File: src/rtl/dsp_dot_sequencer.sv
// ---------------------------------------------------------------------------
// dsp_dot_sequencer
//
// Runs one DSP slice (CONTROLREG=0, no pre-adder) as a signed dot-product
// engine. A command supplies a vector length and a 48-bit bias. Operand pairs
// are then streamed in, and per-cycle OPMODE words steer the slice so that
// P = bias + sum(A*B). The final P is handed back over a valid/ready port.
//
// Ports
//   clk, rst            clock, asynchronous active-high reset
//   start, len, bias    command strobe (taken only when idle), pair count,
//                       initial accumulator value
//   busy                high whenever a command is in progress
//   in_valid/in_ready   operand pair handshake
//   in_a, in_b          signed operands
//   dsp_A/B/C           registered operands and bias driven to the slice
//   dsp_opmode          OPMODE, delayed so it meets its operands at the ALU
//   dsp_alumode         constant 0 (Z + W + X + Y)
//   dsp_inmode          constant 0
//   dsp_P               slice P output
//   res_valid/res_ready result handshake
//   res_data            48-bit signed result
//
// States
//   state  | meaning
//   IDLE   | waiting for start
//   STREAM | accepting operand pairs, counter = pairs still to come
//   DRAIN  | last pair issued, waiting for it to reach the P register
//   DONE   | result presented on res_data until consumed
// ---------------------------------------------------------------------------
module dsp_dot_sequencer #(
    parameter int A_W      = 27,
    parameter int B_W      = 18,
    parameter int LEN_W    = 10,
    parameter int IN_REG   = 1,
    parameter int PIPE_REG = 1,
    parameter int OUT_REG  = 1
) (
    input  logic             clk,
    input  logic             rst,
    input  logic             start,
    input  logic [LEN_W-1:0] len,
    input  logic [47:0]      bias,
    output logic             busy,
    input  logic             in_valid,
    output logic             in_ready,
    input  logic [A_W-1:0]   in_a,
    input  logic [B_W-1:0]   in_b,
    output logic [29:0]      dsp_A,
    output logic [17:0]      dsp_B,
    output logic [47:0]      dsp_C,
    output logic [8:0]       dsp_opmode,
    output logic [3:0]       dsp_alumode,
    output logic [4:0]       dsp_inmode,
    input  logic [47:0]      dsp_P,
    output logic             res_valid,
    input  logic             res_ready,
    output logic [47:0]      res_data
);

    // The accumulation feeds P back through Z, which only exists when the
    // slice has its output register.
    if (OUT_REG != 1) begin : g_bad_out_reg
        $error("dsp_dot_sequencer: OUT_REG must be 1 for P feedback");
    end

    // Edges from the last accept until dsp_P carries the final sum.
    localparam int LAT = 1 + IN_REG + PIPE_REG + OUT_REG;
    // OPMODE is combinational at the ALU, so it must trail dsp_A/dsp_B by the
    // slice's input and multiplier register stages.
    localparam int DLY = IN_REG + PIPE_REG;

    localparam logic [2:0] DRAIN_LOAD = 3'(LAT - 1);

    localparam logic [8:0] OP_FIRST = 9'b110000101;  // P = C + M
    localparam logic [8:0] OP_ACC   = 9'b000100101;  // P = P + M
    localparam logic [8:0] OP_HOLD  = 9'b000100000;  // P = P
    localparam logic [8:0] OP_ZERO  = 9'b000000000;

    typedef enum logic [1:0] {
        IDLE   = 2'd0,
        STREAM = 2'd1,
        DRAIN  = 2'd2,
        DONE   = 2'd3
    } state_t;

    state_t           state;
    logic [LEN_W-1:0] pair_cnt;
    logic [2:0]       drain_cnt;
    logic             first_seen;
    logic [8:0]       op_issue;
    logic             accept;

    assign dsp_alumode = 4'b0000;
    assign dsp_inmode  = 5'b00000;

    assign accept = (state == STREAM) && in_valid && in_ready;

    always_ff @(posedge clk or posedge rst) begin
        if (rst) begin
            state      <= IDLE;
            pair_cnt   <= '0;
            drain_cnt  <= '0;
            first_seen <= 1'b0;
            busy       <= 1'b0;
            in_ready   <= 1'b0;
            res_valid  <= 1'b0;
            res_data   <= '0;
            dsp_A      <= '0;
            dsp_B      <= '0;
            dsp_C      <= '0;
            op_issue   <= OP_ZERO;
        end else begin
            // Operands are zero unless a pair is taken this cycle.
            dsp_A    <= '0;
            dsp_B    <= '0;
            op_issue <= OP_ZERO;

            case (state)
                IDLE: begin
                    if (start) begin
                        pair_cnt   <= len;
                        dsp_C      <= bias;
                        first_seen <= 1'b0;
                        busy       <= 1'b1;
                        if (len != '0) begin
                            state    <= STREAM;
                            in_ready <= 1'b1;
                        end else begin
                            // Empty vector: the bias is the answer, the slice
                            // is never touched.
                            res_data  <= bias;
                            res_valid <= 1'b1;
                            state     <= DONE;
                        end
                    end
                end

                STREAM: begin
                    if (accept) begin
                        dsp_A      <= 30'($signed(in_a));
                        dsp_B      <= 18'($signed(in_b));
                        op_issue   <= first_seen ? OP_ACC : OP_FIRST;
                        first_seen <= 1'b1;
                        pair_cnt   <= pair_cnt - 1'b1;
                        if (pair_cnt == LEN_W'(1)) begin
                            in_ready  <= 1'b0;
                            drain_cnt <= DRAIN_LOAD;
                            state     <= DRAIN;
                        end
                    end else begin
                        // A bubble after the first pair must keep P intact.
                        op_issue <= first_seen ? OP_HOLD : OP_ZERO;
                    end
                end

                DRAIN: begin
                    if (drain_cnt == 3'd0) begin
                        res_data  <= dsp_P;
                        res_valid <= 1'b1;
                        state     <= DONE;
                    end else begin
                        drain_cnt <= drain_cnt - 3'd1;
                    end
                end

                DONE: begin
                    if (res_ready) begin
                        res_valid <= 1'b0;
                        busy      <= 1'b0;
                        state     <= IDLE;
                    end
                end

                default: begin
                    state     <= IDLE;
                    busy      <= 1'b0;
                    in_ready  <= 1'b0;
                    res_valid <= 1'b0;
                end
            endcase
        end
    end

    if (DLY == 0) begin : g_op_nodly
        assign dsp_opmode = op_issue;
    end else begin : g_op_dly
        logic [8:0] op_sr [DLY];

        always_ff @(posedge clk or posedge rst) begin
            if (rst) begin
                for (int i = 0; i < DLY; i++) begin
                    op_sr[i] <= OP_ZERO;
                end
            end else begin
                op_sr[0] <= op_issue;
                for (int i = 1; i < DLY; i++) begin
                    op_sr[i] <= op_sr[i-1];
                end
            end
        end

        assign dsp_opmode = op_sr[DLY-1];
    end

endmodule
File: config.mk
export PLATFORM = sky130hd
export DESIGN_NAME = dsp_dot_sequencer
export DESIGN_NICKNAME = d
export VERILOG_FILES = /design/src/rtl/dsp_dot_sequencer.sv
export SDC_FILE = /design/constraint.sdc
export NUM_CORES = 1
export LEC_CHECK = 0
export ABC_AREA = 1
export CAP_MARGIN = 20
export CORE_ASPECT_RATIO = 0.75
export CORE_UTILIZATION = 30
export CTS_BUF_LIST = sky130_fd_sc_hd__clkbuf_8
export DETAILED_ROUTE_END_ITERATION = 16
export HOLD_SLACK_MARGIN = 0.06
export SYNTH_ARGS = -nofsm -noshare
export SYNTH_HDL_FRONTEND = slang
export SYNTH_SLANG_ARGS = --single-unit
File: constraint.sdc
create_clock -name clk -period 7 [get_ports clk]
set_input_delay 0.7 -clock clk [delete_from_list [all_inputs] [get_ports clk]]
set_output_delay 0.7 -clock clk [all_outputs]
set_load 0.03 [all_outputs]
After elaboration in Yosys (flattened, before gate mapping)
Cells that the tools add are included.

cells by class
  muxes and demuxes = 41
  shifts and indexed selects = 0
  multipliers = 0
  add/sub/neg operators = 2
  reductions and logical operators = 18
  div/mod/pow operators = 0
  magnitude comparators = 0
  bitwise operators = 0
  eq/ne operators = 12

operator list
  cell                                                   count
  2-to-1 mux 48 bit                                      3
  one-hot mux 48 bit (2 select lines)                    1
  2-to-1 mux 30 bit                                      2
  2-to-1 mux 18 bit                                      2
  2-to-1 mux 9 bit                                       3
  2-to-1 mux 10 bit                                      2
  one-hot mux 10 bit (2 select lines)                    1
  AND reduction 5 bit                                    3
  != test 2 bit (second input constant)                  7
  2-to-1 mux 2 bit                                       6
  2-to-1 mux 1 bit                                       11
  equality test 10 x 1 -> 1 bit (second input constant)  1
  nonzero test 10 bit                                    1
  subtractor 10 x 1 -> 10 bit (second input constant)    1
  2-to-1 mux 3 bit                                       3
  one-hot mux 2 bit (4 select lines)                     1
  AND reduction 4 bit                                    2
  nonzero test 2 bit                                     4
  2-to-1 mux 6 bit                                       1
  one-hot mux 1 bit (2 select lines)                     3
  one-hot mux 3 bit (2 select lines)                     1
  AND reduction 3 bit                                    2
  equality test 2 bit (second input constant)            2
  logical NOT 3 bit                                      1
  other kinds (8)                                        9

storage, ports and cells
  memories = 0
  logic and storage cells = 87
  output and inout port bits = 165
  input port bits = 156
  bits in read-only memories = 0
  RAM bits = 0
  register bits = 190
  bits in latches = 0

Depth between registers and ports, before layout
Gate-level depths: netlist of run 1.

  depth in word-level cells = 5
  gate-level depth with buffers = 10
  gate-level depth less buffers = 10

Worst setup path after synthesis of run 1
Ideal clock, no wire load.

  path kind = in2reg
  start = input len[4]
  end = register res_data[0]
  buffers on the path = 2
  setup time = 0.118 ns
  arrival = 1.577 ns
  path slack = 5.305 ns
  required time = 6.882 ns
  stages on the path = 10
  path through = nor2_1 -> nand2_1 -> nor2_2 -> nand3_1 -> nand2_1 -> nand2_1 -> buf_6 -> buf_6 -> nand2_1 -> nand2_1

on the way
  longest elaborated chain between the ends = 3

RTL lines
  item                                  line  source
  start: declaration                    42    input logic [LEN_W-1:0] len,
  nonzero test 10 bit                   126   if (len != '0) begin
  != test 2 bit (no source line)        n/a
  AND reduction 4 bit (no source line)  n/a
  end signal: assignment                132   res_data <= bias;
  end signal: assignment                159   res_data <= dsp_P;
  end: declaration                      58    output logic [47:0] res_data

Every way passes these cells.
A chain may end at the register's enable or synchronous reset.

Worst setup path after layout of run 1
  start = register state[1]
  end = register dsp_B[0]

on the way
  longest elaborated chain between the ends = 5

RTL lines
  item                             line     source
  start: declaration               87       state_t state;
  start signal: assignment         101      state <= IDLE;
  start signal: assignment         127      state <= STREAM;
  start signal: assignment         134      state <= DONE;
  equality test 2 x 1 -> 1 bit *   97, 119
  logical AND 1 bit (2 in series)  97       assign accept = (state == STREAM) && in_valid && in_ready;
  2-to-1 mux 18 bit                140      if (accept) begin
  2-to-1 mux 18 bit *              119      case (state)
  end signal: assignment           142      dsp_B <= 18'($signed(in_b));
  end: declaration                 50       output logic [17:0] dsp_B,

Mark *: on every way between the ends. The rest lies on a longest branch, timed or not.

==> impl_metrics.py, run 1 <==
metrics = {
    "clock_tree": {
        "ctsRootBufferMaster": "clkbuf_8",
        "ctsResizeCount": 0,
        "cts_buffers": 17,
        "path_clk_slew_ns": 0.09,
        "clock-sinks": 169,
        "htreeDepth": 4,
        "cts_setup_buffers": 0,
        "clk_latency_ns": 0.47,
        "cts_buffer_depth": 2,
        "hold_buffers": 0,
        "cts_tree": "done",
    },
    "sta": {
        "fin_setup_tns_ns": 0,
        "max_freq_ghz": 0.341,
        "setup_viol": 0,
        "setup_ws_ns": 4.07,
        "max_slew_margin_pct": 33.1,
        "period_needed_ns": 2.93,
        "rsz0062_at_grt": "no",
        "slew_violations": 0,
        "skew_ns": 0.0108,
        "worstMarginPinSlew_ns": 1.00,
        "hold_violations": 0,
        "period_share_pct": 41.8,
    },
    "synthesis": {
        "synth_seq_area_share_pct": 56.7,
        "synth.area.top_cells": "dfrtp_1, nand2_1, o21ai_0",
        "synth.most_common_cell": "nand2_1",
        "synthArstFlopShare_pct": 100,
        "synth_edf_count": 0,
        "syn-cell-area_um2": 7460,
        "synth_top_cell_area_share_pct": 56.7,
        "ys_types": 26,
        "syn_area_per_cell_um2": 8.34,
        "synth_seq_cells": 169,
        "yosysWarnings": 0,
        "synth_largest_area_cell": "dfrtp_1",
        "syn_inst": 895,
        "synth_common_cells": "nand2_1, dfrtp_1, inv_1",
        "synth_flop_cell": "dfrtp_1",
    },
    "final_layout": {
        "area_delta_synth_final_pct": 48.7,
        "fin_nets": 1338,
        "drive_gt1_share_pct": 3.71,
        "diodes": 0,
        "fillers": 2361,
        "instances_no_fill": 1516,
        "fin_util_pct": 45.8,
    },
    "detailed_routing": {
        "drt_iter0_markers": 386,
        "vias": 6546,
        "antenna_left": 0,
        "drtPass1Iterations": 5,
        "route.detailed.drc": 0,
        "wirelength_um": 22800,
        "wl_per_cell_um": 15.0,
        "vias_per_cell": 4.32,
    },
    "floorplan": {
        "start_util_pct": 30.8,
        "die_w_um": 184,
        "die_h_um": 139,
        "fp-row-count": 49,
        "ioPinCount": 321,
        "core_area_um2": 24200,
        "dieArea_um2": 25500,
    },
    "global_route": {
        "grt_antenna_before_repair": 0,
        "grt_usage_pct": 18.3,
        "grt_pass1_wl_um": 35800,
        "grt_pass1_vias": 6530,
        "grt_max_degree": 109,
        "grt.overflow.total": 0,
    },
    "placement": {
        "hpwl_um": 15800,
        "portBuffers": 307,
        "placed_cells": 1482,
        "pre_cts_slack_ns": 3.19,
        "place.gp.congestion": 0.842,
    },
    "run_status": {
        "status": "finished clean",
    },
    "power": {
        "power_leakage_nw": 5.39,
        "irDropWorstVdd_mv": 0.234,
        "powerDensity_nw_per_um2": 433,
        "p_total_mw": 4.81,
    },
    "critical_path": {
        "timing.rr.start": "state[1]",
        "crit_start": "state[1]",
        "critical_path_class": "flip-flop to flip-flop",
        "crit_path_max_fanout": 46,
        "start_kind": "flip-flop",
        "r2r_setup_slack_ns": 4.07,
        "crit_arrival_ns": 3.29,
        "cp-end-kind": "flip-flop",
        "required_ns": 7.36,
    },
    "job": {
        "drv_cap": 0,
    },
    "hold_path": {
        "hold_class": "flip-flop to flip-flop",
        "min_from": "op_issue[5]",
    },
}
[flip-flops by register name, indices dropped and copies added (netlist names), 2 cells and up]
name            cells
drain_cnt           3
op_issue            3
pair_cnt           10
g_op_dly.op_sr      3
dsp_A              27
dsp_C              48
state               2
res_data           48
dsp_B              18
dsp_opmode          3
[power by group]
group	total (mW)	switching, mW	internal (mW)
combinational	2.57	1.63	0.937
sequential	1.55	0.202	1.35
clock	0.692	0.370	0.322
[per-stage QoR]
step           instance area, µm²  hold WS [ns]
2_1_floorplan                7510         0.331
3_3_place_gp                10700         0.334
3_5_place_dp                10700         0.337
4_1_cts                     11000         0.359
5_1_grt                     11100         0.364
6_report                    11100         0.356
[placed cells by master (no fill, tap or decap), types with 2 or more instances in the layout]
| master | n |
|---|---|
| dfrtp_1 | 169 |
| o211ai_1 | 2 |
| clkdlybuf4s50_1 | 307 |
| nand3_1 | 64 |
| nor2_1 | 76 |
| buf_4 | 2 |
| inv_2 | 3 |
| conb_1 | 13 |
| a21oi_1 | 3 |
| o21ai_0 | 108 |
| nand2_2 | 2 |
| clkinv_4 | 3 |
| o21ai_1 | 9 |
| nand2_1 | 253 |
| buf_16 | 2 |
| ha_1 | 9 |
| clkinvlp_4 | 4 |
| bufinv_16 | 2 |
| clkbuf_8 | 18 |
| nand2_4 | 2 |
| inv_1 | 123 |
[metal layers]
layer,part of all wire (%),track usage [%]
met1,43,23.3
met2,45,28.6
met5,0,0
met3,10,6.96
met4,1.2,5.92
[worst paths after layout]
check / to / cells past startpoint
worst max-delay path: dsp_B[0] / 6
worst min-delay path: g_op_dly.op_sr[14] / 0
worst min register to register: g_op_dly.op_sr[14] / 0
min in group asynchronous: dsp_C[27] / 2
worst max register to register: dsp_B[0] / 6
max in group asynchronous: res_data[18] / 4
[final cells by class]
cell class	instances	area (µm²)	area share (%)
Sequential cell	169	4230	38.1
Timing Repair Buffer	311	3140	28.3
Multi-Input combinational cell	550	2460	22.2
Inverter	123	467	4.21
Tap cell	331	414	3.73
Clock buffer	18	248	2.23
Clock inverter	14	136	1.23
[cell families (layout without fill, tap and decap cells)]
logic type	count (synthesis)	in the layout	synth area share (%)
DFF	169	169	56.7
buffers and inverters	188	466	11.4
AOI/OAI and AO/OA	126	126	8.67
and+or+nand+nor	399	399	21.3
adders and majority gates	10	10	1.68
xor gates and xnor gates	2	2	0.235
other	1	13	0.0503
[worst max-delay path, stage by stage, from the launching register on]
cell     delay (ns)
dfrtp_1        0.44
inv_1          0.15
ha_1           0.65
inv_1          0.43
nor2_1         0.39
inv_2          0.37
nor2_1         0.35
Power figures use the tool's default switching activity.
==> run 2, diff against run 1 <==
==> constraint.sdc (replaced) <==
create_clock -name clk -period 2.8 [get_ports clk]
set_input_delay 0.28 -clock clk [delete_from_list [all_inputs] [get_ports clk]]
set_output_delay 0.28 -clock clk [all_outputs]
set_load 0.03 [all_outputs]
==> impl_metrics.py, run 2 (synthesis results as in run 1) <==
metrics = {
    "sta": {
        "period_needed_ns": 2.09,
        "worstMarginPinSlew_ns": 0.915,
        "setup_viol": 0,
        "hold_violations": 0,
        "hold_ws_ns": 0.168,
        "slew_violations": 0,
        "rsz0062_at_grt": "no",
        "skew_ns": 0.0149,
        "max_slew_margin_pct": 39.0,
        "fin_setup_tns_ns": 0,
        "period_share_pct": 74.7,
        "max_freq_ghz": 0.478,
    },
    "critical_path": {
        "start_kind": "flip-flop",
        "required_ns": 3.19,
        "critical_path_class": "flip-flop to flip-flop",
        "crit_arrival_ns": 2.48,
        "cp-end-kind": "flip-flop",
        "slowest_delay_ns": 0.46,
        "rr_endpoint": "res_data[2]",
        "crit_path_max_fanout": 48,
        "rr_worst_depth": 7,
        "crit_slowest_cell": "buf_4",
        "r2r_setup_slack_ns": 0.71,
        "timing.rr.start": "state[0]",
        "crit_chain": "inv_1 > ha_4 > nand3_1 > o21ai_4 > buf_4 > nand3_1 > nand2_1",
        "cp_common_cell": "nand3_1",
    },
    "placement": {
        "placed_cells": 1495,
        "place.gp.congestion": 0.854,
        "hpwl_um": 16100,
        "portBuffers": 307,
    },
    "clock_tree": {
        "clock-sinks": 169,
        "cts_buffers": 17,
        "cts_buffer_depth": 2,
        "cts_setup_buffers": 0,
        "path_clk_slew_ns": 0.09,
        "hold_buffers": 0,
        "clk_latency_ns": 0.46,
        "ctsRootBufferMaster": "clkbuf_8",
        "cts_tree": "done",
        "ctsResizeCount": 0,
        "htreeDepth": 4,
    },
    "final_layout": {
        "area_delta_synth_final_pct": 50.1,
        "reg.largest.list": "dsp_C (48), res_data (48), dsp_A (27)",
        "layout_common_cells": "clkdlybuf4s50_1, nand2_1, dfrtp_1, inv_1, o21ai_0",
        "instances_no_fill": 1527,
        "layout_commonest_cell": "clkdlybuf4s50_1",
        "diodes": 0,
        "drive_gt1_share_pct": 4.93,
        "fin_nets": 1349,
    },
    "global_route": {
        "grt_pass1_vias": 6534,
        "use_met1_pct": 22.7,
        "grt.busiest_layer": "met2",
        "grt.overflow.total": 0,
        "grt_pass1_wl_um": 35100,
        "grt_max_degree": 97,
        "grt_antenna_before_repair": 0,
        "use_met3_pct": 7.77,
        "grtUsageMet2_pct": 27.7,
        "grt_usage_pct": 17.9,
    },
    "power": {
        "p_total_mw": 12.1,
        "p_seq_share_pct": 32.0,
        "clkPwrFrac_pct": 15.0,
        "p_int_mw": 6.61,
        "sw_frac_of_total_pct": 45.4,
        "power.switching_mw": 5.50,
        "power_frac_comb_pct": 53.0,
        "power_leakage_nw": 5.43,
        "powerDensity_nw_per_um2": 1080,
        "irDropWorstVdd_mv": 0.488,
    },
    "floorplan": {
        "start_util_pct": 30.8,
        "fp-row-count": 49,
        "dieArea_um2": 25500,
        "die_h_um": 139,
        "core_area_um2": 24200,
        "die_w_um": 184,
        "ioPinCount": 321,
    },
    "detailed_routing": {
        "route.detailed.drc": 0,
        "wl_per_cell_um": 14.6,
        "vias": 6610,
        "drtPass1Iterations": 5,
        "antenna_left": 0,
        "drt_iter0_markers": 378,
        "wirelength_um": 22300,
        "vias_per_cell": 4.33,
    },
    "hold_path": {
        "hold_class": "input port to async pin",
    },
    "job": {
        "drv_cap": 0,
    },
    "run_status": {
        "status": "finished clean",
    },
}
[run 2: changes by cell type in the layout (fill, tap and decap cells not counted)]
cell | previous run | this run
buf_4 | 2 | 12
inv_1 | 123 | 119
buf_12 | 0 | 3
buf_16 | 2 | 0
clkbuf_8 | 18 | 20
clkinvlp_4 | 4 | 5
inv_6 | 1 | 2
nand2_2 | 2 | 3
nand2_4 | 2 | 1
[run 2: how the worst max path moves through the flow]
stage             start            to  slack, ns  depth (start not counted)
2_1_floorplan       rst          busy       0.37                          1
3_5_place_dp   state[0]   res_data[2]       0.68                          7
6_report       state[0]   res_data[2]       0.71                          7
5_1_grt        state[0]   res_data[2]       0.52                          7
3_3_place_gp     len[6]     res_valid       0.75                         10
4_1_cts        state[0]  res_data[27]       0.67                          7
[run 2: stage by stage]
step / utilization, % / setup slack [ns] / cell area (µm²)
2_1_floorplan: - / 0.365 / 7510
3_3_place_gp: 44.5 / 0.750 / 10800
3_5_place_dp: 44.5 / 0.683 / 10800
4_1_cts: 46.3 / 0.670 / 11200
5_1_grt: 46.3 / 0.523 / 11200
6_report: 46.3 / 0.710 / 11200
[run 2: power by group through the flow]
| stage | combinational, mW | clock (mW) | sequential, mW |
|---|---|---|---|
| 2_1_floorplan | 2.46 | 0 | 5.37 |
| 3_3_place_gp | 6.46 | 0 | 3.89 |
| 3_5_place_dp | 6.51 | 0 | 3.91 |
| 4_1_cts | 6.52 | 1.89 | 3.88 |
| 5_1_grt | 7.00 | 1.99 | 3.98 |
| 6_report | 6.42 | 1.82 | 3.87 |
[run 2: metal layers]
layer	up-vias	share of wire, %
met5	-	0
met3	13	10
met2	252	44
met4	0	0.98
li1	3287	-
met1	3058	45
[run 2: layout make-up]
| type | instances | area, µm² |
|---|---|---|
| Sequential cell | 169 | 4230 |
| Tap cell | 331 | 414 |
| Clock inverter | 12 | 139 |
| Multi-Input combinational cell | 550 | 2460 |
| Clock buffer | 20 | 275 |
| Inverter | 123 | 465 |
| Fill cell | 2387 | 13000 |
| Timing Repair Buffer | 322 | 3220 |
[run 2: critical path: cells and delay by family (launching register included)]
kind	cells	cell delay, ns
compound gates	1	0.10
fa+ha+maj	1	0.38
buf+inv	2	0.62
flops	1	0.43
simple gates	3	0.44
